**src/rtl/piece_write_reg.sv**
```systemverilog
// Active-piece write buffer: holds the falling-piece overlay plane and applies
// spawn, rotate, hold/swap, shift and drop commands with edge-detected keys.
module piece_write_reg #(
  parameter int         COLS       = 10,
  parameter int         ROWS       = 22,
  parameter int         SPAWN_ROWS = 2,
  parameter logic [7:0] KEY_ROT    = 8'h1A,
  parameter logic [7:0] KEY_SWAP   = 8'h06,
  parameter logic [7:0] KEY_LEFT   = 8'h04,
  parameter logic [7:0] KEY_RIGHT  = 8'h07,
  parameter logic [7:0] KEY_DOWN   = 8'h16,
  parameter logic [2:0] ST_SPAWN   = 3'b000
) (
  input  logic                                Clk,
  input  logic                                Reset_h,
  input  logic [2:0]                          state,
  input  logic [7:0]                          keycode,
  input  logic [SPAWN_ROWS-1:0][COLS-1:0]     new_block,
  input  logic [ROWS-1:0][COLS-1:0]           next_rotation,
  input  logic                                can_rotate,
  input  logic                                can_swap,
  input  logic                                can_left,
  input  logic                                can_right,
  input  logic                                can_drop,
  input  logic                                drop_tick,
  output logic [ROWS-1:0][COLS-1:0]           next_write,
  output logic [SPAWN_ROWS-1:0][COLS-1:0]     hold_block,
  output logic                                hold_valid,
  output logic                                swap_used,
  output logic                                piece_req,
  output logic                                update
);

  logic [ROWS-1:0][COLS-1:0]       plane_q, plane_d;
  logic [SPAWN_ROWS-1:0][COLS-1:0] hold_q, hold_d;
  logic [SPAWN_ROWS-1:0][COLS-1:0] cur_spawn_q, cur_spawn_d;
  logic                            hold_valid_q, hold_valid_d;
  logic                            swap_used_q, swap_used_d;
  logic                            piece_req_q, piece_req_d;
  logic                            update_q, update_d;
  logic [7:0]                      key_prev_q, key_prev_d;
  logic                            was_spawn_q, was_spawn_d;

  logic in_spawn;
  logic do_rot, do_swap, do_left, do_right, do_drop;

  assign in_spawn = (state == ST_SPAWN);
  assign do_rot   = (keycode == KEY_ROT)   && (key_prev_q != KEY_ROT)   && can_rotate;
  assign do_swap  = (keycode == KEY_SWAP)  && (key_prev_q != KEY_SWAP)  && can_swap && !swap_used_q;
  assign do_left  = (keycode == KEY_LEFT)  && (key_prev_q != KEY_LEFT)  && can_left;
  assign do_right = (keycode == KEY_RIGHT) && (key_prev_q != KEY_RIGHT) && can_right;
  assign do_drop  = (((keycode == KEY_DOWN) && (key_prev_q != KEY_DOWN)) || drop_tick) && can_drop;

  always_comb begin
    plane_d      = plane_q;
    hold_d       = hold_q;
    cur_spawn_d  = cur_spawn_q;
    hold_valid_d = hold_valid_q;
    swap_used_d  = swap_used_q;
    piece_req_d  = 1'b0;
    update_d     = 1'b0;
    key_prev_d   = keycode;
    was_spawn_d  = in_spawn;

    if (do_rot) begin
      plane_d  = next_rotation;
      update_d = 1'b1;
    end else if (do_swap) begin
      // Outgoing piece is stored in spawn form, not as its current placement.
      plane_d     = '0;
      swap_used_d = 1'b1;
      update_d    = 1'b1;
      hold_d      = cur_spawn_q;
      if (!hold_valid_q) begin
        hold_valid_d = 1'b1;
        piece_req_d  = 1'b1;
        cur_spawn_d  = new_block;
        for (int k = 0; k < SPAWN_ROWS; k++) plane_d[ROWS-1-k] = new_block[k];
      end else begin
        cur_spawn_d = hold_q;
        for (int k = 0; k < SPAWN_ROWS; k++) plane_d[ROWS-1-k] = hold_q[k];
      end
    end else if (in_spawn) begin
      plane_d     = '0;
      cur_spawn_d = new_block;
      swap_used_d = 1'b0;
      update_d    = !was_spawn_q;
      for (int k = 0; k < SPAWN_ROWS; k++) plane_d[ROWS-1-k] = new_block[k];
    end else if (do_left) begin
      for (int r = 0; r < ROWS; r++) plane_d[r] = plane_q[r] << 1;
      update_d = 1'b1;
    end else if (do_right) begin
      for (int r = 0; r < ROWS; r++) plane_d[r] = plane_q[r] >> 1;
      update_d = 1'b1;
    end else if (do_drop) begin
      for (int r = 0; r < ROWS-1; r++) plane_d[r] = plane_q[r+1];
      plane_d[ROWS-1] = '0;
      update_d        = 1'b1;
    end
  end

  always_ff @(posedge Clk) begin
    if (Reset_h) begin
      plane_q      <= '0;
      hold_q       <= '0;
      cur_spawn_q  <= '0;
      hold_valid_q <= 1'b0;
      swap_used_q  <= 1'b0;
      piece_req_q  <= 1'b0;
      update_q     <= 1'b0;
      key_prev_q   <= '0;
      was_spawn_q  <= 1'b0;
    end else begin
      plane_q      <= plane_d;
      hold_q       <= hold_d;
      cur_spawn_q  <= cur_spawn_d;
      hold_valid_q <= hold_valid_d;
      swap_used_q  <= swap_used_d;
      piece_req_q  <= piece_req_d;
      update_q     <= update_d;
      key_prev_q   <= key_prev_d;
      was_spawn_q  <= was_spawn_d;
    end
  end

  assign next_write = plane_q;
  assign hold_block = hold_q;
  assign hold_valid = hold_valid_q;
  assign swap_used  = swap_used_q;
  assign piece_req  = piece_req_q;
  assign update     = update_q;

endmodule

```
**config.mk**
```make
export PLATFORM = sky130hd
export DESIGN_NAME = piece_write_reg
export DESIGN_NICKNAME = d
export VERILOG_FILES = /design/src/rtl/piece_write_reg.sv
export SDC_FILE = /design/constraint.sdc
export NUM_CORES = 1
export LEC_CHECK = 0
export ABC_AREA = 1
export BUFFER_PORTS_ARGS = -buffer_cell sky130_fd_sc_hd__buf_2
export CAP_MARGIN = 5
export CORE_MARGIN = 4
export CORE_UTILIZATION = 50
export CTS_BUF_LIST = sky130_fd_sc_hd__clkbuf_2
export DETAILED_ROUTE_END_ITERATION = 8
export PLACE_DENSITY = 0.77
export SLEW_MARGIN = 15
export SYNTH_ARGS = -nofsm -noshare
export SYNTH_HDL_FRONTEND = slang
export SYNTH_SLANG_ARGS = --single-unit
```
**constraint.sdc**
```tcl
create_clock -name Clk -period 1.9 [get_ports Clk]
set_input_delay 0.285 -clock Clk [delete_from_list [all_inputs] [get_ports Clk]]
set_output_delay 0.285 -clock Clk [all_outputs]
set_load 0.1 [all_outputs]
```
==> results of run 1 <==
## logic make-up after synthesis
group	count (synthesis)	share of synthesized area
flops	273	0.2948
buf+inv	466	0.1057
compound gates	358	0.09887
simple gates	2430	0.5006
## synth_stat cells (all sizes together)
cell type / number / area (µm²)
nor3: 2 / 15.01
nor2: 1012 / 3831
clkinv: 1 / 3.750
nand3: 42 / 210.2
o21bai: 1 / 7.510
a31oi: 19 / 118.9
o21ai: 295 / 1476
or2: 10 / 62.56
nand4: 11 / 68.82
a21oi: 43 / 230.2
nand2: 1353 / 5094
clkbuf: 121 / 454.2
inv: 233 / 874.6
buf: 111 / 626.9
dfxtp: 273 / 5465
## stage by stage
step / setup slack [ns] / TNS (ns) / area (µm²) / util / instances
3_5_place_dp: -0.1657 / -22.37 / 22240 / 0.6075 / 4406
3_3_place_gp: -0.1244 / -14.52 / 22240 / 0.6075 / 4406
4_1_cts: -0.1056 / -8.749 / 30850 / 0.8426 / 4901
2_1_floorplan: 0.07973 / 0 / 18540 / - / 3527
## routing by layer
metal,GRT usage,overflow
met1,0.6317,0
met2,0.8666,2
met3,0.4258,0
met4,0.6192,4
met5,0.1107,0
## timing repair
item                                    4_1_cts
endpoints found under the hold margin       273
hold buffers                                260
pin swaps                                     9
gates resized for setup                    1384
endpoints found under the setup margin      484
setup buffers                                93
gates cloned                                  5
==> metrics.md, run 1 <==
| Metric | Value |
|---|---|
| Status | `did not finish` |
| Failed at | `5_1_grt` |
| Err | `[ERROR GRT-0232] Routing congestion too high. Check the congestion heatmap in the GUI.` |
| Clk root buf | `clkbuf_2` |
| Mapped Cells | `3527` |
| IO Pins | `503` |
| Post-synthesis net count | `3786` |
| Register area share after synthesis | `0.2948` |
| Maximum buffer depth of the clock tree | `3` |
| Largest net degree at the start of global routing | `59` |
| WEP type | `register data pin` |
| Dpl hpwl | `50.73 mm` |
| Last worst endpoint in the global-route repair_timing | `next_write[98]$_SDFFE_PP0P_/D` |
| Remaining global-route overflow | `6` |
| GRT Resource Usage Total | `0.6375` |
| Gpl congestion | `0.9491` |
| TritonCTS Buffers | `81` |
| PortBufs | `502` |
| Synthesized cell area | `18540 µm²` |
| Die width | `200.6 µm` |
| Initial Util | `0.5064` |
| Maximum level of the CTS H-tree | `3` |
| Register bit count reported by yosys | `273` |
| Placement row count | `70` |
| Die H | `200.6 µm` |
| Mapped Avg Cell Area | `5.256 µm²` |
| Yosys Warn Count | `0` |
| Clk sink count | `273` |
| Post-synthesis cell type count | `26` |
==> run 2, diff against run 1 <==
- CORE_UTILIZATION: 50 -> 35
- CTS_BUF_LIST: sky130_fd_sc_hd__clkbuf_2 -> unset
- PLACE_DENSITY: 0.77 -> unset
- PLACE_DENSITY_LB_ADDON: unset -> 0.15
==> run 2 against run 1 <==
Effect of this change:
- the flow now finishes, with violations (setup timing)
- synthesized cell count unchanged
- area after synthesis stayed put
==> metrics.md, run 2 <==
| Metric | Value |
|---|---|
| CTS tree | `yes` |
| Main synth FF type | `dfxtp_1` |
| Peak VDD IR | `553.6 µV` |
| Clock transition at the registers of the reported paths | `0.06 ns` |
| Drt pass-1 iters | `5` |
| Pwr per Cell Area | `805.2 nW/µm²` |
| Leakage | `13.40 nW` |
| Placed Cells | `4616` |
| Maximum level of the CTS H-tree | `2` |
| Violated checks | `setup timing` |
| Vias in the first global route | `20510` |
| PortBufs | `502` |
| Wirelength per Cell | `16.93 µm` |
| Maximum buffer depth of the clock tree | `3` |
| Area leader, netlist | `dfxtp_1` |
| Register area share after synthesis | `0.2948` |
| Critical Path RT | `2.33 ns` |
| GRT Resource Usage Total | `0.2601` |
| Yosys top cell area share | `0.2948` |
| TritonCTS Buffers | `37` |
| Die width | `238.2 µm` |
| Residual DRC | `0` |
| Placement row count | `84` |
| Max reg flops | `220` |
| CP startpoint kind | `flip-flop` |
| Setup tns final | `-0.3616 ns` |
| Synth area leaders | `dfxtp_1 (29%), nand2_1 (27%), nor2_1 (20%)` |
| Clk root buf | `clkbuf_16` |
| Clk sink count | `273` |
| Total Nets Final | `4263` |
| Initial Util | `0.3528` |
| Initial antenna violation count | `10` |
| Fin crit period | `1.940 ns` |
| Slew Limit Fails | `0` |
| Most common cell after layout, fill and taps aside | `nand2_1` |
| Die area | `56720 µm²` |
| Worst Path Arrival | `2.37 ns` |
| Setup ws final | `-0.04011 ns` |
| Hold Crit Class | `in2reg` |
| Most instantiated cells after synthesis | `nand2_1 (1349), nor2_1 (1001), o21ai_0 (295), dfxtp_1 (273), inv_1 (228)` |
| Largest net degree at the start of global routing | `84` |
| Most common cell in the synthesized netlist | `nand2_1` |
| WHS | `0.03491 ns` |
| Worst-margin pin slew | `0.5787 ns` |
| First-pass GRT wire length | `118.1 mm` |
| DRT Wirelength | `80.07 mm` |
| Count of final hold-check violations | `0` |
| WS Path Type | `reg2reg` |
| IO Pins | `503` |
| Yosys Warn Count | `0` |
| Post-synth EDFFs | `0` |
| Synthesized cell area | `18540 µm²` |
| Share of cells above drive strength 1 | `0.1959` |
| Post-synthesis cell type count | `26` |
| Core area | `52550 µm²` |
| Commonest cells after routing, fill and taps aside | `nand2_1 (1339), nor2_1 (994), buf_2 (501)` |
| Synthesis-to-layout area growth | `31.83%` |
| Status | `finished, violations left` |
| Setup violators final | `48` |
| Max-cap viol count | `0` |
| Via count | `22450` |
| Register bit count reported by yosys | `273` |
| DR vias/cell | `4.748` |
| Remaining global-route overflow | `0` |
| CP endpoint kind | `flip-flop` |
| Fin crit share | `1.021` |
| Async set-or-reset flop fraction in the synthesized netlist | `0` |
| Mapped Avg Cell Area | `5.256 µm²` |
| Largest fanout on the critical path | `19` |
| Die H | `238.2 µm` |
| DR iter-0 viols | `1446` |
| Slew headroom | `0.6169` |
| Post-synthesis net count | `3786` |
| Max Clock Freq | `0.5154 GHz` |
| Gpl congestion | `0.9012` |
| Layout Cells excl Fill | `4729` |
| Skew-Pair Late Insertion Delay | `0.55 ns` |
| Mapped Cells | `3527` |
| Dpl hpwl | `56.25 mm` |
| RSZ-0062 raised after global routing | `true` |
| Final Skew | `0.01851 ns` |
| ANT nets after route | `0` |
[run 2: cell counts after synthesis]
Identical to the previous run, type by type.
[run 2: worst max-delay path: stages (launching register included)]
cell and delay, ns:
dfxtp_2 0.33, nor2_4 0.13, nand4_1 0.13, buf_6 0.16
nand2_8 0.09, nand2_4 0.06, nor2_4 0.25, buf_12 0.18
nand2_8 0.09, clkbuf_16 0.20, o21ai_1 0.14, nor2_1 0.05
[run 2: what timing repair did]
action / CTS / global route
resized for setup: 50 / 106
buffers inserted: 6 / 6
hold buffers: 10 / 0
gates cloned: 4 / 12
endpoints found under the setup margin: 237 / 240
hold endpoints to repair: 10 / 0
pin swaps: 6 / 12
[run 2: worst paths after layout]
| check | endpoint | cells past startpoint | slack [ns] | from |
|---|---|---|---|---|
| worst max register to register | next_write[70] | 11 | -0.04 | key_prev_q[7] |
| worst min-delay path | cur_spawn_q[11] | 3 | 0.03 | new_block[11] |
| worst max-delay path | next_write[70] | 11 | -0.04 | key_prev_q[7] |
| worst min register to register | cur_spawn_q[10] | 2 | 0.48 | cur_spawn_q[10] |
[run 2: cell type report]
type / instances / area [µm²]
antenna: 8 / 20.02
clock buffer: 61 / 1129
clock inverter: 7 / 63.81
fill: 5897 / 28110
inverter: 234 / 888.4
multi-input combinational: 2790 / 11340
sequential: 273 / 5477
tap: 688 / 860.8
timing repair buffer: 668 / 4657
[run 2: power breakdown]
group	internal, mW	leakage, nW	switching [mW]	total [mW]
clock network	4.19	0.587	2.83	7.02
logic	1.40	10.6	4.65	6.05
registers	6.15	2.25	0.462	6.61
total	11.7	13.4	7.94	19.7
[run 2: cells by family (layout without fill, tap and decap cells)]
logic type      count (synthesis)  in the layout  share of synthesized area
compound gates                358            358                    0.09887
simple gates                 2430           2432                     0.5006
flops                         273            273                     0.2948
buf+inv                       466            970                     0.1057
other cells                     0              8                          0
[run 2: metal layers]
| metal | wire [µm] | share of wire | track usage |
|---|---|---|---|
| met5 | 42 | 0.00052 | 0 |
| met4 | 1974 | 0.025 | 0.06878 |
| met3 | 6066 | 0.076 | 0.04901 |
| met2 | 37020 | 0.46 | 0.4255 |
| met1 | 34970 | 0.44 | 0.3539 |
[run 2: metrics by stage]
stage	util	setup WS [ns]	cell area (µm²)	total power, mW
2_1_floorplan	-	0.07973	18540	11.03
3_3_place_gp	0.4260	-0.1846	22390	12.50
3_5_place_dp	0.4260	-0.2097	22390	12.51
4_1_cts	0.4554	-0.03153	23930	19.68
5_1_grt	0.4648	-0.1702	24420	20.53
6_report	0.4651	-0.04011	24440	19.68
Note: power is estimated with default switching activity, not from simulation.
